==> src/rtl/fifo_arb_pkg.sv <==
// fifo_arb_pkg: shared types and the round-robin scan helper for the
// FIFO push arbiter.
package fifo_arb_pkg;

  typedef enum logic {
    IDLE  = 1'b0,
    GRANT = 1'b1
  } arb_state_t;

  // Widest requester vector the scan helper handles.
  localparam int RR_MAX   = 32;
  localparam int RR_IDX_W = 5;

  typedef struct packed {
    logic                found;
    logic [RR_IDX_W-1:0] idx;
  } rr_pick_t;

  // First set bit of valid[n-1:0], scanning start, start+1, ... mod n.
  function automatic rr_pick_t rr_pick(input logic [RR_MAX-1:0] valid,
                                       input int                start,
                                       input int                n);
    rr_pick_t r;
    int       j;
    r.found = 1'b0;
    r.idx   = '0;
    for (int k = 0; k < RR_MAX; k++) begin
      if (k < n) begin
        j = start + k;
        if (j >= n) j = j - n;
        if (!r.found && valid[j[RR_IDX_W-1:0]]) begin
          r.found = 1'b1;
          r.idx   = j[RR_IDX_W-1:0];
        end
      end
    end
    return r;
  endfunction

endpackage

==> src/rtl/fifo_rr_pick.sv <==
// fifo_rr_pick: combinational round-robin priority scan over N_REQ
// valid bits, starting at index start.
module fifo_rr_pick
  import fifo_arb_pkg::*;
#(
  parameter int N_REQ = 4,
  parameter int IW    = $clog2(N_REQ)
) (
  input  logic [N_REQ-1:0] valid,
  input  logic [IW-1:0]    start,
  output logic             found,
  output logic [IW-1:0]    idx
);

  rr_pick_t pick_r;
  logic     pick_unused;

  // Scan is pure combinational; start is always below N_REQ.
  always_comb begin
    pick_r = rr_pick(RR_MAX'(valid), int'(start), N_REQ);
  end

  assign found       = pick_r.found;
  assign idx         = pick_r.idx[IW-1:0];
  assign pick_unused = &{1'b0, pick_r.idx};

endmodule

==> src/rtl/fifo_rr_push_arbiter.sv <==
// fifo_rr_push_arbiter: shares one FIFO write port between N_REQ
// valid/ready producers. Round-robin ownership, up to QUANTUM beats per
// grant, never pushes into a full FIFO.
// Optional: define FIFO_ARB_DEBUG_EN to add the debug[31:0] status port
// (push count, owner, state, beat count).
//
// state | meaning
// IDLE  | no owner; arbitrate when any request is valid (one-cycle bubble)
// GRANT | owner may push; re-arbitrate without bubble on release
module fifo_rr_push_arbiter
  import fifo_arb_pkg::*;
#(
  parameter int N_REQ   = 4,
  parameter int WIDTH   = 8,
  parameter int QUANTUM = 4
) (
  input  logic                     clk,
  input  logic                     rst,
  input  logic [N_REQ-1:0]         req_valid,
  input  logic [N_REQ*WIDTH-1:0]   req_data,
  output logic [N_REQ-1:0]         req_ready,
  input  logic                     fifo_full,
  output logic                     fifo_push,
  output logic [WIDTH-1:0]         fifo_write_data,
  output logic [$clog2(N_REQ)-1:0] grant_id,
`ifdef FIFO_ARB_DEBUG_EN
  output logic                     busy,
  output logic [31:0]              debug
`else
  output logic                     busy
`endif
);

  localparam int IW = $clog2(N_REQ);
  localparam int CW = $clog2(QUANTUM + 1);
  localparam logic [CW-1:0] CNT_LAST = CW'(QUANTUM - 1);
  localparam logic [IW-1:0] IDX_LAST = IW'(N_REQ - 1);

  arb_state_t       state, state_nxt;
  logic [IW-1:0]    owner, owner_nxt;
  logic [IW-1:0]    rr_ptr, rr_ptr_nxt;
  logic [CW-1:0]    beat_cnt, beat_cnt_nxt;
  logic [IW-1:0]    owner_inc;
  logic [IW-1:0]    scan_start;
  logic             pick_found;
  logic [IW-1:0]    pick_idx;
  logic             owner_valid;
  logic             beat;
  logic             release_grant;
  logic [N_REQ-1:0] ready_c;

  assign owner_inc  = (owner == IDX_LAST) ? '0 : owner + 1'b1;
  assign scan_start = (state == IDLE) ? rr_ptr : owner_inc;

  fifo_rr_pick #(
    .N_REQ (N_REQ),
    .IW    (IW)
  ) u_pick (
    .valid (req_valid),
    .start (scan_start),
    .found (pick_found),
    .idx   (pick_idx)
  );

  // Next-state, grant hand-off and per-cycle handshake decode.
  always_comb begin
    state_nxt     = state;
    owner_nxt     = owner;
    rr_ptr_nxt    = rr_ptr;
    beat_cnt_nxt  = beat_cnt;
    ready_c       = '0;
    owner_valid   = req_valid[owner];
    beat          = 1'b0;
    release_grant = 1'b0;
    case (state)
      IDLE: begin
        if (pick_found) begin
          state_nxt    = GRANT;
          owner_nxt    = pick_idx;
          beat_cnt_nxt = '0;
        end
      end
      GRANT: begin
        ready_c[owner] = ~fifo_full;
        beat           = owner_valid & ~fifo_full;
        release_grant  = (beat && (beat_cnt == CNT_LAST)) || !owner_valid;
        if (release_grant) begin
          // Owner's own valid is low on an idle release, so the scan
          // naturally skips it; on a quantum release it is scanned last.
          rr_ptr_nxt   = owner_inc;
          beat_cnt_nxt = '0;
          if (pick_found) owner_nxt = pick_idx;
          else            state_nxt = IDLE;
        end else if (beat) begin
          beat_cnt_nxt = beat_cnt + 1'b1;
        end
      end
      default: state_nxt = IDLE;
    endcase
  end

  // State register with synchronous active-low reset.
  always_ff @(posedge clk) begin
    if (!rst) begin
      state    <= IDLE;
      owner    <= '0;
      rr_ptr   <= '0;
      beat_cnt <= '0;
    end else begin
      state    <= state_nxt;
      owner    <= owner_nxt;
      rr_ptr   <= rr_ptr_nxt;
      beat_cnt <= beat_cnt_nxt;
    end
  end

  // Gated by rst so nothing handshakes during the reset cycle.
  assign req_ready       = ready_c & {N_REQ{rst}};
  assign fifo_push       = beat & rst;
  assign fifo_write_data = req_data[int'(owner)*WIDTH +: WIDTH];
  assign grant_id        = owner;
  assign busy            = (state == GRANT);

`ifdef FIFO_ARB_DEBUG_EN
  logic [15:0] push_total;

  // Wrapping count of beats pushed into the FIFO.
  always_ff @(posedge clk) begin
    if (!rst)           push_total <= '0;
    else if (fifo_push) push_total <= push_total + 16'd1;
  end

  assign debug = {push_total,
                  {(8 - IW){1'b0}}, owner,
                  (state == GRANT),
                  {(7 - CW){1'b0}}, beat_cnt};
`endif

endmodule

==> config.mk <==
export PLATFORM = sky130hd
export DESIGN_NAME = fifo_rr_push_arbiter
export DESIGN_NICKNAME = d
export VERILOG_FILES = /design/src/rtl/fifo_arb_pkg.sv /design/src/rtl/fifo_rr_pick.sv /design/src/rtl/fifo_rr_push_arbiter.sv
export SDC_FILE = /design/constraint.sdc
export NUM_CORES = 1
export LEC_CHECK = 0
export ABC_AREA = 1
export CORE_UTILIZATION = 35
export DETAILED_ROUTE_END_ITERATION = 10
export GPL_TIMING_DRIVEN = 0
export PLACE_DENSITY = 0.73
export SYNTH_ARGS = -nofsm -noshare
export SYNTH_HDL_FRONTEND = slang
export SYNTH_SLANG_ARGS = --single-unit
export TNS_END_PERCENT = 30
==> constraint.sdc <==
create_clock -name clk -period 2.6 [get_ports clk]
set_input_delay 0.26 -clock clk [delete_from_list [all_inputs] [get_ports clk]]
set_output_delay 0.26 -clock clk [all_outputs]
set_load 0.005 [all_outputs]
==> metrics.log <==
[metrics] average via count per standard cell: ~4.9
[metrics] number of cells traversed by the worst hold path: 3
[metrics] initial antenna violation count: 0
[metrics] worst reg2reg path depth: 15
[metrics] post-CTS clock slew at the launch and capture registers of the worst setup and hold paths: 0.05 ns
[metrics] data arrival time of the worst path: 2.60 ns
[metrics] Total Wirelength: 3450 um
[metrics] Reg2Reg Launch Point: grant_id[1]$_SDFFE_PN0P_
[metrics] path class of the lowest-slack min-delay path: input port to register
[metrics] number of cell rows: 20
[metrics] library cell used as clock root buffer: sky130_fd_sc_hd__clkbuf_4
[metrics] insertion delay of the later-clocked pin in the worst-skew pair: between 0.2 and 0.3 ns
[metrics] count of boundary I/O pins: 55
[metrics] library cells used by synthesis: 27
[metrics] post-placement worst setup slack: -0.423 ns
[metrics] Post-synth EDFFs: 0
[metrics] Mean Syn Cell Area: about 6.3 um^2
[metrics] Most common cell on crit path: sky130_fd_sc_hd__nor2_1
[metrics] hold path start: rst
[metrics] headroom to the max-slew limit: between 70% and 80%
[metrics] Highest Clock Rate: 0.407 GHz
[metrics] fin util: between 50% and 60%
[metrics] overall track demand over capacity in global routing: 20.1%
[metrics] final hold violations: 0
[metrics] die extent in x: 60.2 um
[metrics] maximum buffer depth of the clock tree: 2
[metrics] sequential-to-total area share from yosys stat: 13.5%
[metrics] worst setup margin: 0.140 ns
[metrics] Post-route DRC: 0
[metrics] total count of max-transition violations in the final report: 0
[metrics] Post-layout nets: a little under 300
[metrics] DR iter-0 viols: 86
[metrics] startpoint class of the critical path: register
[metrics] Yosys warnings: 0
[metrics] Detail Placement HPWL: approximately 2800 um
[metrics] Die Height: approximately 60 um
[metrics] fraction of layout cells with a size suffix above 1: 16.3%
[metrics] max-cap check violation count: 0
[metrics] commonest non-fill, non-tap cell in the layout: sky130_fd_sc_hd__clkdlybuf4s50_1
[metrics] Pwr Density: 1000 mW/mm^2
[metrics] portion of synthesized cell area occupied by the leading cell type: between 10% and 20%
[metrics] setup repair after global routing missed its margin: no
[metrics] Final Cycle Share: between 90% and 100%
[metrics] number of antenna cells inserted: 0
[metrics] Crit Path Max Fanout: 11
[metrics] pin count of the biggest net entering global routing: 12
[metrics] number of sinks handled by clock tree synthesis: 8
[metrics] maximum level of the CTS H-tree: 1
[metrics] slowest stage cell, crit path: sky130_fd_sc_hd__ha_2
[metrics] routability congestion estimate from global placement: 0.870
[metrics] Least-Margin Pin Slew: between 0.4 and 0.5 ns
[metrics] TritonCTS buffer count: 3
[metrics] RR Endpoint: grant_id[1]$_SDFFE_PN0P_
[metrics] total via count in the routed design: about 1400
[metrics] worst endpoint required time: 2.74 ns
[metrics] TritonCTS clock tree: yes
[metrics] net count of the mapped netlist: roughly 240
[metrics] number of nets with antenna violations after routing: 0
[metrics] signed area change from the synthesized netlist to the final layout: 54.7%
[metrics] worst voltage drop across the vdd grid: 0.475 mV
[metrics] global-route wire length before repair: around 5600 um
[metrics] post-synthesis instance total: 189
[metrics] number of register bits inferred by synthesis: 8
[metrics] worst setup path category: register to register
[metrics] final count of negative-setup-slack endpoints: 0
[metrics] post-route minimum period: about 2.5 ns
[metrics] leading cell types by total area after synthesis: sky130_fd_sc_hd__dfxtp_1 (14%), sky130_fd_sc_hd__nand3_1 (9.7%), sky130_fd_sc_hd__nand2_1 (9.5%)
[metrics] type of element capturing the critical path: register
[metrics] ordered list of cells on the worst path: buf_4 > inv_1 > buf_2 > ha_4 > o21ai_4 > ha_2 > inv_1 > nand3_1 > nand3_2 > inv_1 > nor2_1 > nor2_1 > nand2_1 > nor2_1 > nor2_1
[metrics] placeable core region: 0.00313 mm^2
[metrics] top_reg_cell synth: sky130_fd_sc_hd__dfxtp_1
[metrics] Filler Cell Count: 319
[metrics] outcome: finished, final reports clean
[metrics] Max Clock Skew: ~0.0021 ns
[metrics] commonest cells after routing, fill and taps aside: sky130_fd_sc_hd__clkdlybuf4s50_1 (53), sky130_fd_sc_hd__nand2_1 (30), sky130_fd_sc_hd__nor2_1 (29)
[metrics] Total Die Area: approximately 0.0036 mm^2
[metrics] Hold EP: beat_cnt[2]$_SDFFE_PN0P_
[metrics] leakage power of the design: 0.810 nW
[metrics] final hold slack: between 0.2 and 0.3 ns
[metrics] post-synthesis cell type with the largest combined area: sky130_fd_sc_hd__dfxtp_1
[metrics] number of buffers inserted by port buffering: 53
[metrics] netlist area before placement: around 0.0012 mm^2
[metrics] vias in the first global route: about 1300
[metrics] share of synthesized flip-flops with an asynchronous set or reset: 0%
[metrics] largest incremental delay on the critical path: 0.38 ns
[metrics] wire length per cell after detailed routing: 11.9 um
[metrics] number of detailed-route iterations in the first pass: 4
[metrics] initial core utilization: between 30% and 40%
[metrics] setup slack on the worst flop-to-flop path: 0.14 ns
[metrics] hold-fix buffer count after cts: 0
[metrics] GRT overflow: 0
## registers in the layout, summed over array words and instances, names as in the netlist
register and cells:
rr_ptr 2, grant_id 2, busy 1, beat_cnt 3
## cells by family after synthesis
logic type	Yosys count	share of synthesized area, %
DFF	8	13.5
and+or+nand+nor	106	48.0
buffers and inverters	29	11.6
adders and majority gates	8	8.46
AOI/OAI and AO/OA	38	18.4
## final cells by class
class	instances	area [um^2]	share of cell area, %
multi-input cells	152	901	49.2
inverters	21	90.1	4.92
well taps	44	55.1	3.01
plain buffers	7	53.8	2.94
flip-flops and latches	8	163	8.89
clock buffers	3	22.5	1.23
repair buffers	55	546	29.8
## critical path: cells and delay by family, from the launching register on
kind                     cells  cell delay [ns]
buffers and inverters        5             0.62
flip-flops                   1             0.35
AND/OR/NAND/NOR              7             0.63
AO/OA/AOI/OAI                1             0.06
adder cells (fa/ha/maj)      2             0.69
## power breakdown
group          switching [mW]  internal (mW)
sequential             0.0469          0.171
combinational           0.869          0.658
clock                  0.0417         0.0528
total                   0.957          0.882
## worst max path at each step
stage / startpoint / endpoint / slack, ns / cells after the start
floorplan: grant_id[0]$_SDFFE_PN0P_ / grant_id[0]$_SDFFE_PN0P_ / 0.07 / 14
global placement: grant_id[0]$_SDFFE_PN0P_ / grant_id[1]$_SDFFE_PN0P_ / -0.43 / 14
detailed placement: grant_id[0]$_SDFFE_PN0P_ / grant_id[1]$_SDFFE_PN0P_ / -0.42 / 14
CTS: grant_id[1]$_SDFFE_PN0P_ / grant_id[1]$_SDFFE_PN0P_ / 0.06 / 15
global route: grant_id[1]$_SDFFE_PN0P_ / grant_id[1]$_SDFFE_PN0P_ / 0.006 / 15
finish: grant_id[1]$_SDFFE_PN0P_ / grant_id[1]$_SDFFE_PN0P_ / 0.14 / 15
## cells in the mapped netlist (2+ instances only)
cell	instances
sky130_fd_sc_hd__dfxtp_1	8
sky130_fd_sc_hd__nand2_4	3
sky130_fd_sc_hd__nand2_8	2
sky130_fd_sc_hd__nand4_1	2
sky130_fd_sc_hd__nand3_2	5
sky130_fd_sc_hd__nand3_1	23
sky130_fd_sc_hd__nor2_1	29
sky130_fd_sc_hd__ha_1	8
sky130_fd_sc_hd__o22ai_1	8
sky130_fd_sc_hd__nand2_1	30
sky130_fd_sc_hd__buf_6	2
sky130_fd_sc_hd__a21oi_1	7
sky130_fd_sc_hd__clkbuf_1	3
sky130_fd_sc_hd__o21ai_0	19
sky130_fd_sc_hd__inv_1	19
sky130_fd_sc_hd__buf_2	2
sky130_fd_sc_hd__nand2_2	8
sky130_fd_sc_hd__or2_1	2
## layer usage
metal  GRT usage, %  wire [um]
met1           27.7       1730
met4           5.32         21
met3           1.73        102
met2           33.0       1590
met5              0          0
## through the flow
stage | area (um^2) | TNS (ns) | power, mW | cells
final | 1830 | 0 | 1.84 | 290
after global routing | 1830 | 0 | 2.02 | 290
after CTS | 1830 | 0 | 1.85 | 290
after detailed placement | 1770 | -2.38 | 1.68 | 286
after global placement | 1770 | -2.31 | 1.67 | 286
after floorplan | 1180 | 0 | 1.23 | 189
## timing repair
item                       CTS  global route
setup endpoints to repair    6             5
gates resized for setup      7             2
pin swaps                    1             0
buffers inserted             2             0
Note: power is estimated with default switching activity, not from simulation.
